===== src/rtl/uart_rx_deserializer_if.sv =====
// Receive-side bundle for the host-link UART: serial line in, byte stream
// out on valid/ready, plus error pulses and busy status.
interface uart_rx_deserializer_if;
  logic       rx;
  logic [7:0] out_data;
  logic       out_valid;
  logic       out_ready;
  logic       framing_err;
  logic       overrun;
  logic       busy;

  // master: the receiver, which sources the byte stream
  modport master (
    input  rx,
    input  out_ready,
    output out_data,
    output out_valid,
    output framing_err,
    output overrun,
    output busy
  );

  // slave: the line driver and byte consumer
  modport slave (
    output rx,
    output out_ready,
    input  out_data,
    input  out_valid,
    input  framing_err,
    input  overrun,
    input  busy
  );
endinterface


===== src/rtl/uart_rx_deserializer.sv =====
// 8N1 UART receiver: majority-voted mid-bit sampling, one-byte holding
// register on valid/ready, framing-error and overrun pulses.
module uart_rx_deserializer #(
  parameter int CLKS_PER_BIT = 434
) (
  input  logic                   i_clk,
  input  logic                   i_rst_n,
  uart_rx_deserializer_if.master io_bus
);

  localparam int H  = CLKS_PER_BIT / 2;
  localparam int CW = $clog2(CLKS_PER_BIT);
  localparam logic [CW-1:0] C_LAST = CW'(CLKS_PER_BIT - 1);
  localparam logic [CW-1:0] C_V0   = CW'(H - 1);
  localparam logic [CW-1:0] C_V1   = CW'(H);
  localparam logic [CW-1:0] C_DEC  = CW'(H + 1);

  typedef enum logic [1:0] {S_IDLE, S_START, S_DATA, S_STOP} state_t;

  state_t        r_state;
  state_t        w_state_nxt;
  logic          r_rx_meta, r_rx_s, r_rx_d;
  logic [CW-1:0] r_cnt;
  logic [2:0]    r_bit_idx;
  logic [7:0]    r_shift;
  logic          r_v0, r_v1;
  logic [7:0]    r_data;
  logic          r_valid, r_ferr, r_ovr, r_busy;
  logic          w_fall, w_dec, w_vote;
  logic          w_clr_cnt, w_clr_idx, w_shift, w_commit, w_ferr;

  always_ff @(posedge i_clk or negedge i_rst_n) begin
    if (!i_rst_n) begin
      r_rx_meta <= 1'b1;
      r_rx_s    <= 1'b1;
      r_rx_d    <= 1'b1;
    end else begin
      r_rx_meta <= io_bus.rx;
      r_rx_s    <= r_rx_meta;
      r_rx_d    <= r_rx_s;
    end
  end

  assign w_fall = r_rx_d & ~r_rx_s;
  assign w_dec  = (r_cnt == C_DEC);
  // Third vote is the live sample at H+1; the first two were captured earlier.
  assign w_vote = (r_v0 & r_v1) | (r_v0 & r_rx_s) | (r_v1 & r_rx_s);

  always_comb begin
    w_state_nxt = r_state;
    w_clr_cnt   = 1'b0;
    w_clr_idx   = 1'b0;
    w_shift     = 1'b0;
    w_commit    = 1'b0;
    w_ferr      = 1'b0;
    case (r_state)
      S_IDLE: begin
        if (w_fall) begin
          w_state_nxt = S_START;
          w_clr_cnt   = 1'b1;
        end
      end
      S_START: begin
        if (w_dec) begin
          if (!w_vote) begin
            w_state_nxt = S_DATA;
            w_clr_idx   = 1'b1;
          end else begin
            w_state_nxt = S_IDLE;
          end
        end
      end
      S_DATA: begin
        if (w_dec) begin
          w_shift = 1'b1;
          if (r_bit_idx == 3'd7) w_state_nxt = S_STOP;
        end
      end
      S_STOP: begin
        // Leave mid stop bit so the next start edge is never missed.
        if (w_dec) begin
          w_state_nxt = S_IDLE;
          w_commit    = w_vote;
          w_ferr      = ~w_vote;
        end
      end
      default: w_state_nxt = S_IDLE;
    endcase
  end

  always_ff @(posedge i_clk or negedge i_rst_n) begin
    if (!i_rst_n) begin
      r_state <= S_IDLE;
      r_busy  <= 1'b0;
    end else begin
      r_state <= w_state_nxt;
      r_busy  <= (w_state_nxt != S_IDLE);
    end
  end

  always_ff @(posedge i_clk or negedge i_rst_n) begin
    if (!i_rst_n) begin
      r_cnt     <= '0;
      r_bit_idx <= '0;
      r_shift   <= '0;
      r_v0      <= 1'b1;
      r_v1      <= 1'b1;
    end else begin
      if (w_clr_cnt)              r_cnt <= '0;
      else if (r_state != S_IDLE) r_cnt <= (r_cnt == C_LAST) ? '0 : r_cnt + 1'b1;
      if (w_clr_idx)    r_bit_idx <= '0;
      else if (w_shift) r_bit_idx <= r_bit_idx + 3'd1;
      if (w_shift)         r_shift <= {w_vote, r_shift[7:1]};
      if (r_cnt == C_V0)   r_v0    <= r_rx_s;
      if (r_cnt == C_V1)   r_v1    <= r_rx_s;
    end
  end

  // Holding register: a commit while full is only accepted if the old byte leaves now.
  always_ff @(posedge i_clk or negedge i_rst_n) begin
    if (!i_rst_n) begin
      r_data  <= '0;
      r_valid <= 1'b0;
      r_ferr  <= 1'b0;
      r_ovr   <= 1'b0;
    end else begin
      r_ferr <= w_ferr;
      r_ovr  <= w_commit & r_valid & ~io_bus.out_ready;
      if (w_commit && (!r_valid || io_bus.out_ready)) begin
        r_data  <= r_shift;
        r_valid <= 1'b1;
      end else if (r_valid && io_bus.out_ready) begin
        r_valid <= 1'b0;
      end
    end
  end

  assign io_bus.out_data    = r_data;
  assign io_bus.out_valid   = r_valid;
  assign io_bus.framing_err = r_ferr;
  assign io_bus.overrun     = r_ovr;
  assign io_bus.busy        = r_busy;

endmodule

===== src/flat_wrapper.sv =====
// flat-port wrapper written by rule: the top's interface ports become plain ports
module uart_rx_deserializer_flat 
#(
  parameter int CLKS_PER_BIT = 434
)
  (i_clk, i_rst_n, io_bus_rx, io_bus_out_ready, io_bus_out_data, io_bus_out_valid, io_bus_framing_err, io_bus_overrun, io_bus_busy);
  uart_rx_deserializer_if io_bus_i ();
  input  logic i_clk;
  input  logic i_rst_n;
  input wire logic [$bits(io_bus_i.rx)-1:0] io_bus_rx;
  input wire logic [$bits(io_bus_i.out_ready)-1:0] io_bus_out_ready;
  output wire logic [$bits(io_bus_i.out_data)-1:0] io_bus_out_data;
  output wire logic [$bits(io_bus_i.out_valid)-1:0] io_bus_out_valid;
  output wire logic [$bits(io_bus_i.framing_err)-1:0] io_bus_framing_err;
  output wire logic [$bits(io_bus_i.overrun)-1:0] io_bus_overrun;
  output wire logic [$bits(io_bus_i.busy)-1:0] io_bus_busy;
  assign io_bus_i.rx = io_bus_rx;
  assign io_bus_i.out_ready = io_bus_out_ready;
  assign io_bus_out_data = io_bus_i.out_data;
  assign io_bus_out_valid = io_bus_i.out_valid;
  assign io_bus_framing_err = io_bus_i.framing_err;
  assign io_bus_overrun = io_bus_i.overrun;
  assign io_bus_busy = io_bus_i.busy;
  uart_rx_deserializer #(.CLKS_PER_BIT(CLKS_PER_BIT)) u_core (.i_clk(i_clk), .i_rst_n(i_rst_n), .io_bus(io_bus_i));
endmodule

===== config.mk =====
export PLATFORM = sky130hd
export DESIGN_NAME = uart_rx_deserializer_flat
export DESIGN_NICKNAME = d
export VERILOG_FILES = /design/src/rtl/uart_rx_deserializer_if.sv /design/src/rtl/uart_rx_deserializer.sv /design/src/flat_wrapper.sv
export SDC_FILE = /design/constraint.sdc
export NUM_CORES = 1
export LEC_CHECK = 0
export ABC_AREA = 1
export CORE_MARGIN = 8
export CORE_UTILIZATION = 34
export DETAILED_ROUTE_END_ITERATION = 16
export PLACE_DENSITY = 0.54
export REMOVE_ABC_BUFFERS = 1
export SYNTH_ARGS = -nofsm -noshare
export SYNTH_HDL_FRONTEND = slang
export SYNTH_SLANG_ARGS = --single-unit

===== constraint.sdc =====
create_clock -name i_clk -period 2.4 [get_ports i_clk]
set_input_delay 0.48 -clock i_clk [delete_from_list [all_inputs] [get_ports i_clk]]
set_output_delay 0.48 -clock i_clk [all_outputs]
set_load 0.02 [all_outputs]

==> results of run 1 <==
logic make-up after synthesis:
group                    after synthesis
AO/OA/AOI/OAI                         22
XOR/XNOR                               3
adder cells (fa/ha/maj)                6
buffers and inverters                 46
flip-flops                            39
AND/OR/NAND/NOR                      112
worst max-delay path by stage:
stage / startpoint / end / slack (ns) / cells past startpoint
after global placement: io_bus_out_ready / u_core.io_bus.out_data[4] / 0.69 / 7
after floorplan: u_core.r_cnt[0] / u_core.r_bit_idx[0] / 0.89 / 7
after CTS: u_core.io_bus.out_data[7] / io_bus_out_data[7] / 0.61 / 1
after detailed placement: io_bus_out_ready / u_core.io_bus.out_data[4] / 0.69 / 7
after global routing: u_core.r_cnt[0] / u_core.r_bit_idx[0] / 0.53 / 7
final: u_core.io_bus.out_data[7] / io_bus_out_data[7] / 0.63 / 1
where the power goes:
part	leakage [nW]	switching (mW)	internal, mW
logic	0.611	0.153	0.106
registers	0.461	0.0896	0.720
clock network	0.0412	0.232	0.203
total	1.11	0.475	1.03
sequential cells by signal, summed over array words and instances (netlist names):
register,flops
u_core.io_bus.framing_err,1
u_core.r_rx_meta,1
u_core.r_cnt,9
u_core.io_bus.busy,1
u_core.r_v1,1
u_core.io_bus.overrun,1
u_core.r_shift,8
u_core.io_bus.out_data,8
u_core.r_rx_d,1
u_core.r_state,2
u_core.r_v0,1
u_core.r_rx_s,1
u_core.io_bus.out_valid,1
u_core.r_bit_idx,3
cell usage in the layout (no fill, tap or decap), drive strengths merged, types with 6 or more instances in the layout:
master         instances
ha                     6
clkbuf                 6
inv                   43
dfrtp                 34
nand4                 12
o21ai                 13
nor2                  13
nand3                 11
clkdlybuf4s50         14
nand2                 69
cell type report:
type / instances / area (um2)
clock buffer: 6 / 72.57
clock inverter: 2 / 12.51
fill: 553 / 3261
inverter: 43 / 161.4
multi-input combinational: 143 / 800.8
sequential: 39 / 982.2
tap: 72 / 90.09
timing repair buffer: 17 / 160.2
routing by layer:
metal  track usage [%]  vias up  share of wire [%]
li1                  -      755                  -
met1             12.32      675                 50
met2             14.24       19                 44
met3             3.178        5                4.1
met4             5.235        0                2.2
met5                 0        -                  0
per-stage QoR:
stage                     area (um2)  power, mW  hold slack [ns]  util [%]
after CTS                       2280      1.528           0.1122     41.15
after global routing            2280      1.609           0.1230     41.15
after detailed placement        2195      1.082           0.3499     39.61
final                           2280      1.505           0.1098     41.15
after global placement          2195      1.078           0.3459     39.61
after floorplan                 1944      1.013           0.1844         -
==> results.txt, run 1 <==
outcome = finished, final reports clean
Peak VDD IR = 228.0 uV
placed cell count = 314
crit path time final = 1.775 ns
Layout area overhead = 15.68%
Skew-Pair Late Insertion Delay = 0.30 ns
Remaining Overflow, GRT = 0
number of synthesized register bits = 39
largest area contributor in the netlist = dfrtp_1
Slew @ Worst Pin = 0.4516 ns
die width = 92.13 um
Syn Inst Count = 228
core area = 0.005540 mm2
RR Endpoint = u_core.r_bit_idx[0]
Setup violations, final = 0
MaxCap Viol Count = 0
hold crit path type = input port to asynchronous set/reset pin
pwr/cell area = 660.1 mW/mm2
count leader, synth = nand2_1
Antenna Cells = 0
io pins = 16
largest delay contributor family on the critical path = buffers and inverters
synthesized cell area = 0.001971 mm2
reg2reg start = u_core.r_cnt[0]
CTS Buf Count = 5
prevailing post-synth register cell = dfrtp_1
Critical Path Sink Type = output pin
setup_tns = 0 ns
DR iter-0 viols = 60
Vias = 1,454
num rows = 27
CTS Root Cell = clkbuf_8
synth unique cells = 27
initial antenna violation count = 0
Port Buffers = 15
die height = 92.13 um
Worst Setup Path Type = flop to output pin
Slew headroom = 69.78%
Routed wire per std cell = 11.18 um
antenna viol nets, final = 0
post-synthesis simple-gate area fraction = 27.94%
synth cell count leaders = 67 x nand2_1, 41 x inv_1, 34 x dfrtp_1
final std cells w/o fill = 322
vias in the first global route = 1,418
Longest Clk Path Bufs = 2
crit-path cells = clkdlybuf4s50_1
pin count of the biggest net entering global routing = 20
Total GRT Usage = 9.703%
Syn Area/Cell = 8.643 um2
TritonCTS clock tree = yes
die area = 0.008488 mm2
Max Slew Vio Count = 0
clk slew on worst S/H paths = 0.08 ns
final setup margin = 0.6251 ns
post-synthesis adder-cell area fraction = 3.810%
gp weighted congestion = 0.7631
Pre-Repair DR Iteration Count = 4
first-pass GRT wire length = 6555 um
slowest stage delay, CP = 0.62 ns
post-synthesis compound-gate area fraction = 7.556%
Post-synth EDFFs = 0
final wirelength = 3601 um
Max Clk Rate = 0.5634 GHz
DR DRC count = 0
Critical-path top delay cell = clkdlybuf4s50_1
drt via density = 4.516
Starting Density = 35.57%
fin nets = 259
Yosys top cell area share = 43.17%
Place WS = 0.6914 ns
reg2reg setup slack = 0.69 ns
clk sinks = 39
post-CTS setup buffers = 0
mux cell area share after synthesis = 0%
clk_skew = 0.01611 ns
largest cells by area after synthesis = dfrtp_1 43%, nand2_1 13%, inv_1 7.8%, dfstp_2 6.7%, ha_1 3.8%
sequential element share of the synthesized area = 49.84%
CP bufs+invs = 1
CTS resizes = 0
reg2reg path depth = 7
critical-path maximum fanout = 2
Tcrit/Tclk final = 73.95%
fraction of layout cells with a size suffix above 1 = 14.00%
combinational family with the most area after synthesis = simple AND/OR/NAND/NOR gates
cts-stage hold buffer count = 0
post-synthesis xor/xnor area fraction = 1.333%
crit path launch type = flop
Synth async-reset ratio = 100.0%
post-DP HPWL = 2699 um
Yosys warning total = 0
Final Hold Vio Count = 0
RSZ-0062 raised after global routing = false
Pleak = 1.113 nW
H-Tree Depth = 2
crit path DAT = 1.29 ns
critical path data required time = 1.92 ns
Note: power is estimated with default switching activity, not from simulation.
==> run 2, diff against run 1 <==
Settings changed: PLACE_DENSITY 0.54 to 0.56.
Clock period 2.4 ns to 1.54 ns, I/O delays scaled along.
==> run 2 against run 1 <==
Clock skew down 0.011 ns. Worst setup slack worse by 0.56 ns. Critical path depth up 7. Sequential share of layout area down 3.4 points. Sequential cell count unchanged. Die area unchanged. Largest power group unchanged. Highest routed layer unchanged.
==> results.txt, run 2 (same netlist as run 1, synthesis figures left out) <==
Slew headroom = 67.01% (-2.8 points)
Skew-Pair Late Insertion Delay = 0.29 ns (about the same)
commonest non-fill, non-tap cell in the layout = nand2_1
clk slew on worst S/H paths = 0.08 ns (about the same)
crit path DAT = 1.66 ns (+0.37 ns)
crit path time final = 1.473 ns
clk sinks = 39 (unchanged)
reg2reg setup slack = 0.07 ns (-0.62 ns)
Final Hold Vio Count = 0 (unchanged)
Max Slew Vio Count = 0 (unchanged)
Longest Clk Path Bufs = 2 (unchanged)
io pins = 16 (unchanged)
Comb power frac = 21.2% (+4.0 points)
pwr/cell area = 995.9 mW/mm2 (+51%)
crit-path cells = inv_2, ha_2, nand3_4, nor2_8, nand2_8, buf_8, nand2_1, o21ai_2
critical path data required time = 1.73 ns (-0.19 ns)
pin count of the biggest net entering global routing = 40 (+100%)
hold crit path type = input port to asynchronous set/reset pin
slowest stage delay, CP = 0.41 ns (-0.21 ns)
outcome = finished, final reports clean
die area = 0.008488 mm2 (unchanged)
Pre-Repair DR Iteration Count = 4 (unchanged)
Clk network pwr share = 28.1% (-0.8 points)
max reg flops = 9 (unchanged)
Place WS = 0.008073 ns (-0.6833 ns)
cts-stage hold buffer count = 0 (unchanged)
critical-path maximum fanout = 9 (+7)
core area = 0.005540 mm2 (unchanged)
Total GRT Usage = 9.442% (-0.26 points)
largest register by flop count = u_core.r_cnt
drt via density = 4.452 (-1.4%)
clk_skew = 0.005007 ns (-0.01110 ns)
Tcrit/Tclk final = 95.66%
Fin Hold WS = 0.05715 ns (-0.05265 ns)
setup_tns = 0 ns (unchanged)
fillers = 553 (unchanged)
MaxCap Viol Count = 0 (unchanged)
die width = 92.13 um (unchanged)
DR DRC count = 0 (unchanged)
RSZ-0062 raised after global routing = true
Pleak = 1.198 nW (+7.6%)
Port Buffers = 15 (unchanged)
Max Clk Rate = 0.6788 GHz
Pwr Total = 2.462 mW (+64%)
Sw Ratio = 32.34% (+0.76 points)
TritonCTS clock tree = yes
antenna viol nets, final = 0 (unchanged)
initial antenna violation count = 0 (unchanged)
vias in the first global route = 1,450 (+2.3%)
Critical Path Sink Type = flop
Starting Density = 35.57% (unchanged)
final setup margin = 0.06691 ns (-0.5582 ns)
die height = 92.13 um (unchanged)
final std cells w/o fill = 341 (+5.9%)
H-Tree Depth = 2 (unchanged)
commonest non-fill, non-tap cells in the layout = 65 x nand2_1, 40 x inv_1, 34 x dfrtp_1, 15 x buf_4
Remaining Overflow, GRT = 0 (unchanged)
Peak VDD IR = 634.7 uV (+180%)
placed cell count = 323 (+2.9%)
CTS Root Cell = clkbuf_8
num rows = 27 (unchanged)
sequential share of power = 50.7% (-3.1 points)
Layout area overhead = 25.46%
Antenna Cells = 0 (unchanged)
final wirelength = 3881 um (+7.8%)
first-pass GRT wire length = 6589 um (+0.52%)
Vias = 1,518 (+4.4%)
Setup violations, final = 0 (unchanged)
Sw Pwr = 0.7962 mW (+68%)
fraction of layout cells with a size suffix above 1 = 22.68% (+8.7 points)
crit path launch type = flop
CTS Buf Count = 5 (unchanged)
post-DP HPWL = 2639 um (-2.2%)
gp weighted congestion = 0.7868 (+3.1%)
Slew @ Worst Pin = 0.4949 ns (+0.04321 ns)
Routed wire per std cell = 11.38 um (+1.8%)
Critical-path top delay cell = dfrtp_1
DR iter-0 viols = 76 (+27%)
Int Power = 1.666 mW (+62%)
Worst Setup Path Type = flop to flop
fin nets = 278 (+7.3%)
[run 2: cell count changes in the layout (fill, tap and decap cells not counted), moves of 3 or more]
cell             change
clkdlybuf4s50_1     -12
nor2_2               +3
dlygate4sd2_1       +12
nor2_1               -3
buf_4               +13
buf_6                +3
[run 2: final cells by class]
type	count	area [um2]	share of cell area, %
Multi-Input combinational cell	145	862.1	34.87
Timing Repair Buffer	34	291.5	11.79
Tap cell	72	90.09	3.644
Clock inverter	2	12.51	0.5061
Sequential cell	39	982.2	39.73
Inverter	43	161.4	6.528
Clock buffer	6	72.57	2.935
[run 2: timing repair]
item	4_1_cts	5_1_grt
resized for setup	13	14
endpoints found under the setup margin	13	24
gates cloned	0	2
buffers inserted	0	8
pin swaps	0	2
endpoints found under the hold margin	0	0
[run 2: metrics by stage]
step / util (%) / instance area, um2
3_3_place_gp: 40.83 / 2262
3_5_place_dp: 40.83 / 2262
5_1_grt: 44.63 / 2472
6_report: 44.63 / 2472
4_1_cts: 42.25 / 2341
2_1_floorplan: - / 1944
[run 2: worst max-delay path: cells and delay by family (launching register included)]
family / cells / cell delay [ns]
compound gates: 1 / 0.05
fa+ha+maj: 1 / 0.19
buf+inv: 2 / 0.22
flops: 1 / 0.41
simple gates: 4 / 0.51
[run 2: worst paths after layout]
kind / startpoint / endpoint / cells past startpoint
max: u_core.r_cnt[0] / u_core.r_shift[5] / 8
min: i_rst_n / u_core.r_cnt[5] / 2
max reg2reg: u_core.r_cnt[0] / u_core.r_shift[5] / 8
min reg2reg: u_core.r_rx_meta / u_core.r_rx_s / 0
max in group asynchronous: i_rst_n / u_core.r_v0 / 2
min in group i_clk: u_core.r_rx_meta / u_core.r_rx_s / 0
[run 2: metal layers]
metal | up-vias | global-route usage, % | share of wire, %
met1 | 687 | 12.36 | 49
met5 | - | 0 | 0
li1 | 805 | - | -
met2 | 20 | 14.00 | 45
met4 | 0 | 4.430 | 2.0
met3 | 6 | 2.689 | 3.8
[run 2: power by group through the flow]
stage	combinational (mW)	clock (mW)	sequential [mW]
after global placement	0.467	0	1.26
after floorplan	0.329	0	1.25
final	0.523	0.692	1.25
after CTS	0.472	0.714	1.24
after global routing	0.611	0.743	1.26
after detailed placement	0.475	0	1.26
==> run 3, diff against run 2 <==
Settings changed: RECOVER_POWER set to 50.
==> run 3 against run 2 <==
Critical path depth did not move. Register-to-register slack barely moved. Clock power barely moved. Final cell count did not move. Largest cell class unchanged.
==> results.txt, run 3 (same netlist as run 1, synthesis figures left out) <==
hold crit path type = input port to asynchronous set/reset pin
Routed wire per std cell = 11.37 um (about the same)
initial antenna violation count = 0 (unchanged)
Pre-Repair DR Iteration Count = 4 (unchanged)
io pins = 16 (unchanged)
crit-path cells = inv_2, ha_2, nand3_4, nor2_8, nand2_8, buf_8, nand2_1, o21ai_2
core area = 0.005540 mm2 (unchanged)
Critical-path top delay cell = dfrtp_1
fin nets = 278 (unchanged)
outcome = finished, final reports clean
vias in the first global route = 1,450 (unchanged)
Antenna Cells = 0 (unchanged)
slowest stage delay, CP = 0.41 ns (about the same)
Vias = 1,517 (-0.066%)
commonest non-fill, non-tap cells in the layout = 65 x nand2_1, 40 x inv_1, 34 x dfrtp_1, 14 x buf_4
die area = 0.008488 mm2 (unchanged)
critical-path maximum fanout = 9 (unchanged)
cts-stage hold buffer count = 0 (unchanged)
drt via density = 4.449 (about the same)
Setup violations, final = 0 (unchanged)
Skew-Pair Late Insertion Delay = 0.29 ns (about the same)
final wirelength = 3878 um (about the same)
fraction of layout cells with a size suffix above 1 = 22.68% (unchanged)
die width = 92.13 um (unchanged)
post-DP HPWL = 2639 um (unchanged)
Longest Clk Path Bufs = 2 (unchanged)
H-Tree Depth = 2 (unchanged)
setup_tns = 0 ns (unchanged)
Starting Density = 35.57% (unchanged)
critical path data required time = 1.73 ns (about the same)
num rows = 27 (unchanged)
Final Util = 44.58% (-0.045 points)
pin count of the biggest net entering global routing = 40 (unchanged)
crit path time final = 1.473 ns (+0.00006560 ns)
CTS Root Cell = clkbuf_8
Place WS = 0.008073 ns (unchanged)
DP Area = 0.002262 mm2 (unchanged)
largest register by flop count = u_core.r_cnt
final setup margin = 0.06684 ns (-0.00006560 ns)
gp weighted congestion = 0.7868 (unchanged)
clk sinks = 39 (unchanged)
die height = 92.13 um (unchanged)
Max Clk Rate = 0.6788 GHz (about the same)
MaxCap Viol Count = 0 (unchanged)
Remaining Overflow, GRT = 0 (unchanged)
clk slew on worst S/H paths = 0.08 ns (about the same)
crit path launch type = flop
crit path DAT = 1.66 ns (about the same)
Port Buffers = 15 (unchanged)
Tcrit/Tclk final = 95.66% (about the same)
Pleak = 1.197 nW (about the same)
max reg flops = 9 (unchanged)
Slew @ Worst Pin = 0.9601 ns (+0.4652 ns)
clk_skew = 0.005007 ns (unchanged)
Final Hold Vio Count = 0 (unchanged)
RSZ-0062 raised after global routing = true
Slew headroom = 35.99% (-31 points)
first-pass GRT wire length = 6589 um (unchanged)
TritonCTS clock tree = yes
Peak VDD IR = 634.5 uV (about the same)
commonest non-fill, non-tap cell in the layout = nand2_1
DR iter-0 viols = 76 (unchanged)
Final Cell Area = 0.002470 mm2 (-0.10%)
antenna viol nets, final = 0 (unchanged)
Layout area overhead = 25.33%
pwr/cell area = 996.2 mW/mm2 (about the same)
Max Slew Vio Count = 0 (unchanged)
Worst Setup Path Type = flop to flop
Total GRT Usage = 9.442% (unchanged)
CTS Buf Count = 5 (unchanged)
DR DRC count = 0 (unchanged)
Critical Path Sink Type = flop
## run 3: path summary, 6_finish.rpt
kind,startpoint,end,slack (ns),cells after the start
setup / recovery,u_core.r_cnt[0],u_core.r_shift[5],0.07,8
hold / removal,i_rst_n,u_core.r_cnt[5],0.24,2
setup reg to reg,u_core.r_cnt[0],u_core.r_shift[5],0.07,8
hold reg to reg,u_core.r_rx_meta,u_core.r_rx_s,0.36,0
max in group asynchronous,i_rst_n,u_core.r_cnt[8],0.71,2
min in group i_clk,u_core.r_rx_meta,u_core.r_rx_s,0.36,0
## run 3: critical path: cells and delay by family (launching register included)
kind | cells | cell delay (ns)
simple gates | 4 | 0.51
flops | 1 | 0.41
buf+inv | 2 | 0.22
fa+ha+maj | 1 | 0.19
compound gates | 1 | 0.05
## run 3: stage by stage
| step | hold WS [ns] | total power, mW | instances |
|---|---|---|---|
| floorplan | 0.01241 | 1.579 | 225 |
| global placement | 0.3460 | 1.725 | 323 |
| detailed placement | 0.3470 | 1.731 | 323 |
| CTS | 0.07999 | 2.425 | 331 |
| global route | 0.3437 | 2.616 | 341 |
| finish | 0.2394 | 2.461 | 341 |
## run 3: power by group
part           leakage, nW  internal, mW  switching (mW)  total, mW
registers            0.461          1.12           0.126       1.25
logic                0.695         0.226           0.295      0.521
clock network       0.0412         0.317           0.375      0.692
## run 3: metal layers
metal | global-route usage [%] | routed length, um | part of all wire (%)
met3 | 2.689 | 149 | 3.8
met4 | 4.430 | 77 | 2.0
met5 | 0 | 0 | 0
met2 | 14.00 | 1733 | 45
met1 | 12.36 | 1918 | 49
## run 3: layout make-up
cell class,count,area (um2)
sequential,39,982.2
clock buffer,6,72.57
tap,72,90.09
timing repair buffer,34,289.0
fill,553,3070
multi-input combinational,145,862.1
clock inverter,2,12.51
inverter,43,161.4
## run 3: timing repair
action | in CTS | in global routing
pin swaps | 0 | 2
setup buffers | 0 | 8
cloned | 0 | 2
setup endpoints to repair | 13 | 24
resized for setup | 13 | 14
